==> config.mk <==
export PLATFORM = sky130hd
export DESIGN_NAME = simple_proc_ctrl
export DESIGN_NICKNAME = d
export VERILOG_FILES = /design/src/rtl/proc_pkg.sv /design/src/rtl/proc_regfile.sv /design/src/rtl/simple_proc_ctrl.sv
export SDC_FILE = /design/constraint.sdc
export NUM_CORES = 1
export LEC_CHECK = 0
export CORE_MARGIN = 1.5
export CORE_UTILIZATION = 42
export CTS_CLUSTER_DIAMETER = 80
export CTS_CLUSTER_SIZE = 20
export DETAILED_ROUTE_END_ITERATION = 10
export PLACE_DENSITY_LB_ADDON = 0.25
export SYNTH_ARGS = -nofsm -noshare
export SYNTH_HDL_FRONTEND = slang
export SYNTH_SLANG_ARGS = --single-unit
==> constraint.sdc <==
create_clock -name clk -period 9.6 [get_ports clk]
set_clock_uncertainty 0.2 [all_clocks]
set_input_delay 1.44 -clock clk [delete_from_list [all_inputs] [get_ports clk]]
set_output_delay 1.44 -clock clk [all_outputs]
set_load 0.01 [all_outputs]
==> src/rtl/proc_pkg.sv <==
// +----------------------------------------------------------------------+
// | proc_pkg                                                             |
// | Shared widths, opcode constants and FSM state type for the 8-bit     |
// | simple processor control unit.                                       |
// | Revision: 1.0                                                        |
// +----------------------------------------------------------------------+
`default_nettype none

package proc_pkg;

  localparam int DATA_W   = 8;
  localparam int REG_AW   = 2;
  localparam int NUM_REGS = 1 << REG_AW;

  localparam logic [DATA_W-1:0] PC_STEP = DATA_W'(1);

  // Major opcode field ir[7:6]
  localparam logic [1:0] OP_ADD  = 2'b00;
  localparam logic [1:0] OP_SUB  = 2'b01;
  localparam logic [1:0] OP_ADDI = 2'b10;
  localparam logic [1:0] OP_CTL  = 2'b11;

  typedef enum logic [2:0] {
    IDLE   = 3'd0,
    FETCH  = 3'd1,
    DECODE = 3'd2,
    EXEC   = 3'd3,
    WB     = 3'd4,
    HALTED = 3'd5
  } state_e;

endpackage

`default_nettype wire

==> src/rtl/proc_regfile.sv <==
// +----------------------------------------------------------------------+
// | proc_regfile                                                         |
// | 4x8 register file: two combinational operand read ports, one         |
// | combinational debug read port, one synchronous write port.           |
// | Revision: 1.0                                                        |
// +----------------------------------------------------------------------+
`default_nettype none

module proc_regfile
  import proc_pkg::*;
(
  input  logic              clk,
  input  logic              rst,
  input  logic              we_i,
  input  logic [REG_AW-1:0] waddr_i,
  input  logic [DATA_W-1:0] wdata_i,
  input  logic [REG_AW-1:0] raddr_a_i,
  input  logic [REG_AW-1:0] raddr_b_i,
  input  logic [REG_AW-1:0] dbg_sel_i,
  output logic [DATA_W-1:0] rdata_a_o,
  output logic [DATA_W-1:0] rdata_b_o,
  output logic [DATA_W-1:0] dbg_data_o
);

  logic [DATA_W-1:0] regs_q [NUM_REGS];

  // Register storage: cleared on reset, single write per clock
  always_ff @(posedge clk or posedge rst) begin
    if (rst) begin
      for (int i = 0; i < NUM_REGS; i++) begin
        regs_q[i] <= '0;
      end
    end else if (we_i) begin
      regs_q[waddr_i] <= wdata_i;
    end
  end

  assign rdata_a_o  = regs_q[raddr_a_i];
  assign rdata_b_o  = regs_q[raddr_b_i];
  assign dbg_data_o = regs_q[dbg_sel_i];

endmodule

`default_nettype wire

==> src/rtl/simple_proc_ctrl.sv <==
// +----------------------------------------------------------------------+
// | simple_proc_ctrl                                                     |
// | Multi-cycle control unit: fetch over req/ack, decode, execute        |
// | add/sub/addi, PC-relative branch-if-r0-zero, halt.                   |
// | Revision: 1.0                                                        |
// +----------------------------------------------------------------------+
`default_nettype none

module simple_proc_ctrl
  import proc_pkg::*;
(
  input  logic              clk,
  input  logic              rst,
  input  logic              start_i,
  output logic              imem_req_o,
  output logic [DATA_W-1:0] imem_addr_o,
  input  logic              imem_ack_i,
  input  logic [DATA_W-1:0] imem_rdata_i,
  output logic              busy_o,
  output logic              halted_o,
  output logic [DATA_W-1:0] pc_out_o,
  input  logic [REG_AW-1:0] dbg_sel_i,
  output logic [DATA_W-1:0] dbg_data_o
);

  state_e            state_q;
  logic [DATA_W-1:0] pc_q;
  logic [DATA_W-1:0] ir_q;
  logic [DATA_W-1:0] opa_q;
  logic [DATA_W-1:0] opb_q;
  logic [DATA_W-1:0] res_q;
  logic              zero_q;
  logic              imem_req_q;
  logic              busy_q;
  logic              halted_q;

  logic [1:0]        w_op;
  logic [REG_AW-1:0] w_rd;
  logic [REG_AW-1:0] w_rs;
  logic [REG_AW-1:0] w_raddr_a;
  logic [DATA_W-1:0] w_rdata_a;
  logic [DATA_W-1:0] w_rdata_b;
  logic [DATA_W-1:0] w_sext3;
  logic [DATA_W-1:0] w_sext5;
  logic [DATA_W-1:0] w_pc_plus1;
  logic [DATA_W-1:0] w_pc_branch;
  logic              w_rf_we;
  logic [DATA_W-1:0] res_d;

  assign w_op = ir_q[7:6];
  assign w_rd = ir_q[5:4];
  assign w_rs = ir_q[3:2];

  // Control instructions test r0, so port A is steered to r0 for them
  assign w_raddr_a = (w_op == OP_CTL) ? '0 : w_rd;

  assign w_sext3     = {{(DATA_W-3){ir_q[2]}}, ir_q[2:0]};
  assign w_sext5     = {{(DATA_W-5){ir_q[4]}}, ir_q[4:0]};
  assign w_pc_plus1  = pc_q + PC_STEP;
  assign w_pc_branch = pc_q + w_sext5;

  // Destination is written only on the edge that leaves WB
  assign w_rf_we = (state_q == WB);

  proc_regfile u_regfile (
    .clk        (clk),
    .rst        (rst),
    .we_i       (w_rf_we),
    .waddr_i    (w_rd),
    .wdata_i    (res_q),
    .raddr_a_i  (w_raddr_a),
    .raddr_b_i  (w_rs),
    .dbg_sel_i  (dbg_sel_i),
    .rdata_a_o  (w_rdata_a),
    .rdata_b_o  (w_rdata_b),
    .dbg_data_o (dbg_data_o)
  );

  // ALU result from the operands latched in DECODE
  always_comb begin
    res_d = opa_q + opb_q;
    case (w_op)
      OP_SUB:  res_d = opa_q - opb_q;
      OP_ADDI: res_d = opa_q + w_sext3;
      default: res_d = opa_q + opb_q;
    endcase
  end

  // Instruction sequencer with registered handshake/status outputs
  always_ff @(posedge clk or posedge rst) begin
    if (rst) begin
      state_q    <= IDLE;
      pc_q       <= '0;
      ir_q       <= '0;
      opa_q      <= '0;
      opb_q      <= '0;
      res_q      <= '0;
      zero_q     <= 1'b0;
      imem_req_q <= 1'b0;
      busy_q     <= 1'b0;
      halted_q   <= 1'b0;
    end else begin
      case (state_q)
        IDLE: begin
          if (start_i) begin
            state_q    <= FETCH;
            pc_q       <= '0;
            imem_req_q <= 1'b1;
            busy_q     <= 1'b1;
          end
        end
        FETCH: begin
          if (imem_ack_i) begin
            ir_q       <= imem_rdata_i;
            imem_req_q <= 1'b0;
            state_q    <= DECODE;
          end
        end
        DECODE: begin
          opa_q   <= w_rdata_a;
          opb_q   <= w_rdata_b;
          zero_q  <= (w_rdata_a == '0);
          state_q <= EXEC;
        end
        EXEC: begin
          if (w_op != OP_CTL) begin
            res_q   <= res_d;
            state_q <= WB;
          end else if (ir_q[5]) begin
            state_q  <= HALTED;
            busy_q   <= 1'b0;
            halted_q <= 1'b1;
          end else begin
            pc_q       <= zero_q ? w_pc_branch : w_pc_plus1;
            imem_req_q <= 1'b1;
            state_q    <= FETCH;
          end
        end
        WB: begin
          pc_q       <= w_pc_plus1;
          imem_req_q <= 1'b1;
          state_q    <= FETCH;
        end
        HALTED: begin
          if (start_i) begin
            state_q    <= FETCH;
            pc_q       <= '0;
            imem_req_q <= 1'b1;
            busy_q     <= 1'b1;
            halted_q   <= 1'b0;
          end
        end
        default: begin
          state_q <= IDLE;
        end
      endcase
    end
  end

  assign imem_req_o  = imem_req_q;
  assign imem_addr_o = pc_q;
  assign busy_o      = busy_q;
  assign halted_o    = halted_q;
  assign pc_out_o    = pc_q;

endmodule

`default_nettype wire

# Yosys cells after proc, flatten, opt, wreduce, memory -nomap -nowiden
# Cells that the tools add are included.
# W data, S select, Z words.
[classes]
n_addsub = 5
multipliers = 0
div = 0
n_lt_le_gt_ge = 5
eq_ne = 15
shift = 0
n_mux = 36
n_bitwise = 4
n_reduce_logical = 15
[ops]
columns = ["op", "count"]
rows = [
  ["$mux W8", 11],
  ["$bmux W8 S2", 3],
  ["$bwmux W32", 1],
  ["$add A8 B8 Y8", 3],
  ["$pmux W8 S3", 1],
  ["$demux W8 S2", 1],
  ["$pmux W8 S2", 1],
  ["$pmux W3 S5", 1],
  ["$ge A3 B3 Y1 const B", 4],
  ["$mux W3", 4],
  ["$ne A2 B2 Y1 const B", 6],
  ["$not A2 Y3", 4],
  ["$reduce_and A4 Y1", 3],
  ["$mux W1", 9],
  ["$add A8 B1 Y8 const B", 1],
  ["$logic_not A8 Y1", 1],
  ["$sub A8 B8 Y8", 1],
  ["$eq A3 B2 Y1 const B", 2],
  ["$eq A3 B3 Y1 const B", 2],
  ["$reduce_and A2 Y1", 3],
  ["$reduce_and A5 Y1", 1],
  ["$eq A2 B2 Y1 const B", 2],
  ["$pmux W1 S2", 2],
  ["$pmux W1 S4", 1],
  ["11 further kinds", 12],
]
[totals]
regBits = 79
latch_bits = 0
mem_bits_rw = 0
rom_bits = 0
in_bits = 14
output_inout_bits = 27
elab_cells = 94
memories = 0

# Longest topological paths before layout
# Gate-level depths: netlist of the first run.
[depth]
word_depth = 7
mapped_depth = 15

# Hierarchy
# A second synthesis of the first run with hierarchy kept.
[unflattened]
hier_cells = 434
hier_area_um2 = 4878.4
[by_module_without_submodules]
columns = ["mod", "instances", "cells_each", "area_per_inst_um2"]
rows = [
  ["simple_proc_ctrl", 1, 335, 3091.7],
  ["proc_regfile", 1, 99, 1786.7],
]

# Worst setup path after synthesis of the first run
# Ideal clock, no wire load.
[synth_timing]
path_kind = "input-to-output"
startpoint = "input port dbg_sel_i[1]"
endpoint = "output port dbg_data_o[0]"
t_arrival_ps = 2410
required_ps = 7960
slack_ps = 5550
path_stages = 2
n_path_buf = 1
path_cell_list = "clkbuf_1 -> mux4_2"
[synth_between]
elab_chain_cells = 4
[synth_lines]
columns = ["item", "line", "rtl"]
rows = [
  ["start: declaration", "simple_proc_ctrl.sv:22", "input logic [REG_AW-1:0] dbg_sel_i,"],
  ["$not A2 Y3 (implied by the code)", "proc_regfile.sv:40", "assign dbg_data_o = regs_q[dbg_sel_i];"],
  ["$bmux W8 S2", "proc_regfile.sv:40", ""],
  ["$mux W8 (implied by the code) (2 in a row)", "proc_regfile.sv:40", ""],
  ["end: declaration", "simple_proc_ctrl.sv:23", "output logic [DATA_W-1:0] dbg_data_o"],
]
# No other way between the ends. The select of a mux whose other input is x is not followed.

# Worst setup path in the final report of the first run
[layout_timing]
startpoint = "input port dbg_sel_i[1]"
endpoint = "output port dbg_data_o[5]"
# The elaborated chain is that of the path after synthesis.

==> results of run 1 <==
## tightest hold or removal path: cells and delay by family (launching register included)
kind	cells	cell delay, ns
DFF	1	0.36
AOI/OAI and AO/OA	1	0.06
and+or+nand+nor	1	0.05
## metal layers
layer  share of wire, %  up-vias
met5                  0        -
met1                 48     1906
li1                   -     1878
met4                1.9        0
met3                4.9       14
met2                 45       87
## synth_stat cells, types with 3 or more instances
library cell | count | area share (%)
xor2_1 | 6 | 1.0
and3_1 | 6 | 0.74
o21ai_0 | 39 | 3.9
a22oi_1 | 5 | 0.74
buf_2 | 3 | 0.30
nor3_1 | 12 | 1.2
a21o_1 | 6 | 0.89
a21oi_1 | 19 | 1.9
nand3_1 | 9 | 0.89
a221o_1 | 6 | 1.2
o31ai_1 | 8 | 1.2
o21a_1 | 4 | 0.60
mux2_2 | 52 | 12
inv_1 | 22 | 1.6
clkbuf_1 | 18 | 1.3
nor2_1 | 45 | 3.3
ha_1 | 19 | 4.7
a22o_1 | 3 | 0.52
nor2b_1 | 10 | 1.2
dfrtp_1 | 79 | 39
nor4_1 | 3 | 0.37
nor3b_1 | 3 | 0.45
mux2i_1 | 5 | 0.99
xnor2_1 | 3 | 0.52
a31oi_1 | 3 | 0.37
mux4_2 | 16 | 7.1
buf_4 | 8 | 1.2
nand2_1 | 40 | 3.0
buf_1 | 5 | 0.37
o22ai_1 | 8 | 0.99
nand2b_1 | 11 | 1.4
## state kept, by name, indices dropped and copies added (netlist names)
name / flops
zero_q: 1
opa_q: 8
imem_addr_o: 8
halted_o: 1
busy_o: 1
state_q: 3
ir_q: 8
u_regfile.regs_q: 32
opb_q: 8
imem_req_o: 1
res_q: 8
## cell type report
type / instances / area [µm²] / share of cell area (%)
inverter: 22 / 83.8 / 1.46
sequential: 79 / 1980 / 34.4
timing repair buffer: 43 / 423 / 7.35
clock buffer: 10 / 229 / 3.98
multi-input combinational: 370 / 2820 / 49.1
tap: 143 / 179 / 3.11
clock inverter: 6 / 37.5 / 0.652
## path summary, 6_finish.rpt
kind	from	to	slack, ns	cells past startpoint
worst max-delay path	dbg_sel_i[1]	dbg_data_o[5]	4.57	3
min in group asynchronous	rst	imem_req_o	1.52	3
worst min-delay path	opa_q[6]	opa_q[6]	0.31	2
max in group asynchronous	rst	imem_addr_o[2]	7.02	3
worst max register to register	ir_q[6]	res_q[7]	6.01	12
worst min register to register	opa_q[6]	opa_q[6]	0.31	2
## where the power goes
group / internal (mW) / switching (mW) / leakage, nW
Sequential: 0.443 / 0.180 / 1.04
Combinational: 0.475 / 0.483 / 1.37
Clock: 0.174 / 0.138 / 0.136
## kinds of logic (layout without fill, tap and decap cells)
group	count (synthesis)	count (layout)
buf+inv	56	81
xor+xnor	9	9
simple gates	149	149
mux	73	73
fa+ha+maj	21	21
flops	79	79
compound gates	118	118
==> impl_metrics.env, run 1 <==
export IMPL_fill_cells=1040
export IMPL_finalCritPeriodShare_pct=52.4
export IMPL_synth_seq_cells=79
export IMPL_ys_flop_type="dfrtp_1"
export IMPL_routabilityCongestion=0.886
export IMPL_total_power_mw=1.89
export IMPL_path_clk_slew_ns=0.06
export IMPL_placed_cells=657
export IMPL_cts_setup_buffers=0
export IMPL_powerDensity_nw_per_um2=329
export IMPL_synth_compound_area_share_pct=15.1
export IMPL_cts_tree="done"
export IMPL_max_freq_mhz=199
export IMPL_core_um2=11600
export IMPL_fin_crit_ns=5.03
export IMPL_dpl_hpwl_um=8450
export IMPL_antenna_found_initial=0
export IMPL_final_common_cell="dfrtp_1"
export IMPL_ant_nets=0
export IMPL_grt_pass1_vias=3745
export IMPL_holdWs_ns=0.306
export IMPL_met1_usage_pct=28.9
export IMPL_cpPeakStageDelay_ns=0.86
export IMPL_grt_max_degree=80
export IMPL_cts_hold_buf=0
export IMPL_cts_resized=0
export IMPL_nets=560
export IMPL_wl_um=11800
export IMPL_die_area_um2=12700
export IMPL_slowest_stage="clkdlybuf4s50_1"
export IMPL_synthToLayoutAreaGrowth_pct=14.0
export IMPL_worst_slew_pin_slew_ns=0.995
export IMPL_diodes=0
export IMPL_slew_viol_final=0
export IMPL_vias=3885
export IMPL_htreeDepth=3
export IMPL_global_route_usage_met2_pct=30.4
export IMPL_synth_fa_ha_area_share_pct=5.51
export IMPL_path_buf_inv=2
export IMPL_crit_required_ns=7.96
export IMPL_synth_edf_count=0
export IMPL_async_reset_ff_share_pct=100
export IMPL_cts_buffers=9
export IMPL_crit_family="buffers and inverters"
export IMPL_synth_top_family_by_area="multiplexers"
export IMPL_cpMostUsedCell="clkdlybuf4s50_1"
export IMPL_leakage_nw=2.55
export IMPL_vias_per_cell=5.77
export IMPL_drv_cap=0
export IMPL_rsz0062_at_grt="false"
export IMPL_syn_area_per_cell_um2=9.99
export IMPL_synth_nets=540
export IMPL_synth_xor_area_share_pct=1.56
export IMPL_slew_headroom_pct=33.7
export IMPL_port_buffers=40
export IMPL_syn_inst=505
export IMPL_cts_max_path_buffers=2
export IMPL_finalCoreUtilization_pct=49.7
export IMPL_critPathKind="in -> out"
export IMPL_drtIter0Drc=337
export IMPL_syn_cell_area_um2=5040
export IMPL_place_worst_setup_slack_ns=4.55
export IMPL_grt_pass1_wl_um=19600
export IMPL_endpoint_kind="output port"
export IMPL_clkLatencyLatePin_ns=0.34
export IMPL_drive_gt1_share_pct=17.2
export IMPL_die_w_um=113
export IMPL_ir_worst_vdd_mv=0.121
export IMPL_dpl_cell_area_um2=5490
export IMPL_finalSetupViolations=0
export IMPL_grt_ovfl_total=0
export IMPL_cts_root_buf="clkbuf_16"
export IMPL_met3_usage_pct=2.00
export IMPL_tns_ns=0
export IMPL_dr_pass1_iters=5
export IMPL_drcViolationCount=0
export IMPL_grtUsageTotal_pct=19.8
export IMPL_final_area_um2=5750
export IMPL_yosysUniqueCellTypes=53
export IMPL_start_util_pct=43.6
export IMPL_num_io_pins=41
export IMPL_start_kind="primary input"
export IMPL_rows=39
export IMPL_worstPathCellList="clkdlybuf4s50_1 > mux4_2 > clkdlybuf4s50_1"
export IMPL_clock_sink_count=79
export IMPL_grt_busiest_layer="met2"
export IMPL_synthSimpleGateAreaFrac_pct=14.1
export IMPL_post_drt_wl_per_cell_um=17.5
export IMPL_synthMuxAreaShare_pct=19.7
export IMPL_yosysSeqAreaShare_pct=39.2
export IMPL_hold_viol_final=0
export IMPL_critPathArrivalTime_ns=3.39
export IMPL_final_cell_count_no_fill=673
export IMPL_setup_ws_ns=4.57
export IMPL_die_y_um=113
export IMPL_critPathMaxFanout=8
export IMPL_synth_warnings=0
export IMPL_final_cell_mix="dfrtp_1 (79), mux2_2 (52), nor2_1 (45)"
export IMPL_status="finished, final reports clean"
export IMPL_hold_path_class="reg -> reg"
Note: power is estimated with default switching activity, not from simulation.
==> run 2: changes to the inputs <==
clock period = 4.5 ns   (was 9.6 ns; I/O delays follow)
==> impl_metrics.env, run 2 (synthesized netlist as in run 1, its figures left out) <==
export IMPL_status="finished, final reports clean"
export IMPL_clock_sink_count=79
export IMPL_reg2reg_depth=12
export IMPL_vias=3930
export IMPL_start_util_pct=43.6
export IMPL_critPathMaxFanout=17
export IMPL_hold_viol_final=0
export IMPL_global_route_usage_met2_pct=31.1
export IMPL_fin_crit_ns=3.57
export IMPL_regMostFlops="u_regfile.regs_q"
export IMPL_reg2reg_to="res_q[7]"
export IMPL_grt_pass1_vias=3840
export IMPL_min_to="opa_q[7]"
export IMPL_start_kind="flip-flop"
export IMPL_ir_worst_vdd_mv=0.264
export IMPL_port_buffers=40
export IMPL_cts_max_path_buffers=2
export IMPL_hp_start="opa_q[7]"
export IMPL_die_area_um2=12700
export IMPL_die_w_um=113
export IMPL_endpoint_kind="flip-flop"
export IMPL_grt_busiest_layer="met2"
export IMPL_final_common_cell="dfrtp_1"
export IMPL_drive_gt1_share_pct=17.2
export IMPL_r2r_start="ir_q[6]"
export IMPL_core_um2=11600
export IMPL_slew_headroom_pct=31.5
export IMPL_holdPathStages=2
export IMPL_cts_buffers=9
export IMPL_drv_cap=0
export IMPL_path_clk_slew_ns=0.06
export IMPL_routabilityCongestion=0.932
export IMPL_setup_ws_ns=0.928
export IMPL_critPathKind="reg -> reg"
export IMPL_met1_usage_pct=28.9
export IMPL_dr_pass1_iters=5
export IMPL_clkLatencyLatePin_ns=0.34
export IMPL_die_y_um=113
export IMPL_crit_required_ns=4.58
export IMPL_finalCritPeriodShare_pct=79.4
export IMPL_place_worst_setup_slack_ns=0.939
export IMPL_worst_slew_pin_slew_ns=1.02
export IMPL_ant_nets=0
export IMPL_met3_usage_pct=3.08
export IMPL_final_cell_mix="dfrtp_1 (79), mux2_2 (52), nor2_1 (45)"
export IMPL_hold_path_class="reg -> reg"
export IMPL_synthToLayoutAreaGrowth_pct=14.9
export IMPL_diodes=0
export IMPL_max_freq_mhz=280
export IMPL_wl_um=12100
export IMPL_drtIter0Drc=261
export IMPL_largest_reg_flops=32
export IMPL_num_io_pins=41
export IMPL_dpl_cell_area_um2=5490
export IMPL_slew_viol_final=0
export IMPL_critPathArrivalTime_ns=3.65
export IMPL_powerDensity_nw_per_um2=715
export IMPL_cts_tree="done"
export IMPL_grt_max_degree=54
export IMPL_grt_pass1_wl_um=19900
export IMPL_cts_root_buf="clkbuf_16"
export IMPL_cts_setup_buffers=0
export IMPL_post_drt_wl_per_cell_um=18.0
export IMPL_total_power_mw=4.14
export IMPL_vias_per_cell=5.84
export IMPL_drcViolationCount=0
export IMPL_grtUsageTotal_pct=20.5
export IMPL_htreeDepth=3
export IMPL_finalSetupViolations=0
export IMPL_grt_ovfl_total=0
export IMPL_reg2reg_slack_ns=0.93
export IMPL_leakage_nw=2.57
export IMPL_final_area_um2=5800
export IMPL_nets=560
export IMPL_cts_resized=0
export IMPL_finalCoreUtilization_pct=50.1
export IMPL_rows=39
export IMPL_fill_cells=1057
export IMPL_tns_ns=0
export IMPL_dpl_hpwl_um=8560
export IMPL_antenna_found_initial=0
export IMPL_rsz0062_at_grt="false"
export IMPL_cts_hold_buf=0
run 2: cell count changes in the layout (fill, tap and decap cells not counted):
cell / delta
clkbuf_8: +3
clkinv_2: -2
clkinv_4: -2
bufinv_16: +1
run 2: worst max-delay path by stage:
stage / start / endpoint / cells after the start
final: ir_q[6] / res_q[7] / 12
after global routing: ir_q[6] / res_q[7] / 12
after CTS: ir_q[6] / res_q[7] / 12
after detailed placement: dbg_sel_i[1] / dbg_data_o[4] / 3
after global placement: dbg_sel_i[1] / dbg_data_o[1] / 3
after floorplan: ir_q[6] / res_q[7] / 14
run 2: area by class of cell:
type	instances	area [µm²]	area share, %
repair buffers	43	423	7.30
clock inverters	3	40.0	0.691
multi-input cells	370	2820	48.7
well taps	143	179	3.09
flip-flops and latches	79	1980	34.1
clock buffers	13	270	4.66
inverters	22	83.8	1.45
run 2: critical path: stages, from the launching register on:
cell and delay (ns):
dfrtp_1 0.37, inv_1 0.07, ha_1 0.56, nor2_1 0.10, mux2_2 0.27, a221o_1 0.30
ha_1 0.33, and3_1 0.18, a221o_1 0.33, nor4_1 0.19, nor3_1 0.10, or4_1 0.40
nand3_1 0.10
run 2: power by group:
group / internal, mW / switching [mW]
clock: 0.473 / 0.279
combinational: 1.01 / 1.03
sequential: 0.945 / 0.399
total: 2.43 / 1.71
run 2: per-stage QoR:
step	std cells	hold WS, ns
6_report	673	0.287
4_1_cts	673	0.288
3_3_place_gp	657	0.264
2_1_floorplan	505	0.250
5_1_grt	673	0.334
3_5_place_dp	657	0.275
run 2: per-layer routing:
metal / wire length, µm / share of wire [%] / up-vias
met4: 323 / 2.7 / 0
li1: - / - / 1875
met1: 5830 / 48 / 1952
met5: 0 / 0 / -
met3: 486 / 4.0 / 17
met2: 5480 / 45 / 86
==> run 3: changes to the inputs <==
clock period = 3.2 ns   (was 4.5 ns; I/O delays follow)
==> impl_metrics.env, run 3 (synthesized netlist as in run 1, its figures left out) <==
export IMPL_status="finished, final reports clean"
export IMPL_num_io_pins=41
export IMPL_placed_cells=673
export IMPL_cts_max_path_buffers=2
export IMPL_holdWs_ns=0.293
export IMPL_hold_viol_final=0
export IMPL_path_clk_slew_ns=0.06
export IMPL_p_sw_mw=2.56
export IMPL_drtIter0Drc=337
export IMPL_wl_um=12600
export IMPL_worst_slew_pin_slew_ns=0.870
export IMPL_max_freq_mhz=317
export IMPL_met3_wirelength_um=534
export IMPL_drv_cap=0
export IMPL_powerDensity_nw_per_um2=1050
export IMPL_regMostFlops="u_regfile.regs_q"
export IMPL_antenna_found_initial=0
export IMPL_grt_max_degree=44
export IMPL_setup_ws_ns=0.0423
export IMPL_die_w_um=113
export IMPL_dr_max_layer_used="met4"
export IMPL_ant_nets=0
export IMPL_reg2reg_depth=11
export IMPL_core_um2=11600
export IMPL_port_buffers=40
export IMPL_clkLatencyLatePin_ns=0.34
export IMPL_wl_met1_um=6150
export IMPL_met2_length_um=5740
export IMPL_finalSetupViolations=0
export IMPL_crit_required_ns=3.28
export IMPL_nets=583
export IMPL_swShare_pct=39.8
export IMPL_vias_per_cell=5.83
export IMPL_diodes=0
export IMPL_largest_reg_flops=32
export IMPL_synthToLayoutAreaGrowth_pct=21.5
export IMPL_cts_root_buf="clkbuf_16"
export IMPL_p_int_mw=3.89
export IMPL_fin_crit_ns=3.16
export IMPL_grt_pass1_vias=3937
export IMPL_die_y_um=113
export IMPL_final_cell_mix="dfrtp_1 (78), mux2_2 (52), nor2_1 (44)"
export IMPL_slew_viol_final=0
export IMPL_start_util_pct=43.6
export IMPL_reg2reg_to="res_q[7]"
export IMPL_place_worst_setup_slack_ns=-0.145
export IMPL_pwr_share_comb_pct=52.1
export IMPL_final_common_cell="dfrtp_1"
export IMPL_p_seq_share_pct=28.4
export IMPL_grt_ovfl_total=0
export IMPL_rsz0062_at_grt="true"
export IMPL_rows=39
export IMPL_critPathMaxFanout=7
export IMPL_grtUsageTotal_pct=20.8
export IMPL_critPathArrivalTime_ns=3.24
export IMPL_final_cell_count_no_fill=696
export IMPL_finalCritPeriodShare_pct=98.7
export IMPL_fill_cells=1018
export IMPL_slew_headroom_pct=41.7
export IMPL_clock_sink_count=79
export IMPL_endpoint_kind="flip-flop"
export IMPL_vias=4059
export IMPL_clkPwrFrac_pct=19.5
export IMPL_cts_tree="done"
export IMPL_post_drt_wl_per_cell_um=18.0
export IMPL_leakage_nw=2.71
export IMPL_dr_pass1_iters=5
export IMPL_dpl_hpwl_um=9020
export IMPL_critical_path_endpoint="res_q[7]"
export IMPL_seq_area_um2=1980
export IMPL_htreeDepth=3
export IMPL_cts_buffers=9
export IMPL_routabilityCongestion=0.868
export IMPL_startpoint="ir_q[7]"
export IMPL_critPathKind="reg -> reg"
export IMPL_hold_path_class="reg -> reg"
export IMPL_cts_hold_buf=0
export IMPL_r2r_start="ir_q[7]"
export IMPL_ir_worst_vdd_mv=0.407
export IMPL_start_kind="flip-flop"
export IMPL_drive_gt1_share_pct=23.1
export IMPL_reg2reg_slack_ns=0.04
export IMPL_drcViolationCount=0
export IMPL_die_area_um2=12700
export IMPL_multi_input_area_um2=2920
export IMPL_grt_pass1_wl_um=20600
-- run 3: changes by cell type in the layout (fill, tap and decap cells not counted), sizes merged --
cell,before,now
buf,3,26
bufinv,1,4
clkbuf,13,10
clkinv,3,2
clkinvlp,0,1
-- run 3: routing by layer --
layer | vias to the layer above | global-route usage, %
met5 | - | 0
met4 | 0 | 5.40
met1 | 2033 | 31.1
met3 | 7 | 3.62
met2 | 102 | 31.1
li1 | 1917 | -
-- run 3: cell type report --
type | count | share of cell area, %
multi-input cells | 370 | 47.6
flip-flops and latches | 79 | 32.3
repair buffers | 66 | 9.98
clock buffers | 10 | 3.73
well taps | 143 | 2.92
clock inverters | 6 | 2.16
inverters | 22 | 1.37
-- run 3: what timing repair did --
action,in CTS,in global routing
cloned,0,0
hold endpoints to repair,0,0
resized for setup,3,15
setup buffers,1,6
pin swaps,0,5
setup endpoints to repair,1,2
-- run 3: worst max-delay path: stages, from the launching register on --
cell	delay [ns]
dfrtp_1	0.43
ha_4	0.32
nor2_1	0.05
mux2_2	0.26
a221o_1	0.33
ha_4	0.24
and3_4	0.16
a221o_1	0.32
nor4_2	0.22
nor3_1	0.08
or4_1	0.40
nand3_1	0.09
-- run 3: how the worst min path moves through the flow --
stage	start	end	slack, ns	cells past startpoint
2_1_floorplan	opa_q[7]	opa_q[7]	0.25	2
3_3_place_gp	opa_q[7]	opa_q[7]	0.27	2
3_5_place_dp	opa_q[7]	opa_q[7]	0.28	2
4_1_cts	opa_q[7]	opa_q[7]	0.29	2
5_1_grt	opa_q[0]	opa_q[0]	0.33	2
6_report	opa_q[7]	opa_q[7]	0.29	2
-- run 3: power groups by stage --
stage | clock network [mW] | logic (mW) | registers, mW
floorplan | 0 | 2.40 | 1.63
global placement | 0 | 3.04 | 1.80
detailed placement | 0 | 3.12 | 1.83
CTS | 1.29 | 3.18 | 1.81
global route | 1.32 | 3.73 | 1.90
finish | 1.26 | 3.36 | 1.83
-- run 3: per-stage QoR --
| stage | total power, mW | instance area [µm²] | setup TNS (ns) | utilization [%] |
|---|---|---|---|---|
| floorplan | 4.02 | 5070 | 0 | - |
| global placement | 4.84 | 5630 | -0.0548 | 48.7 |
| detailed placement | 4.95 | 5630 | -0.145 | 48.7 |
| CTS | 6.28 | 6020 | 0 | 52.1 |
| global route | 6.95 | 6130 | -0.0638 | 53.0 |
| finish | 6.45 | 6130 | 0 | 53.0 |
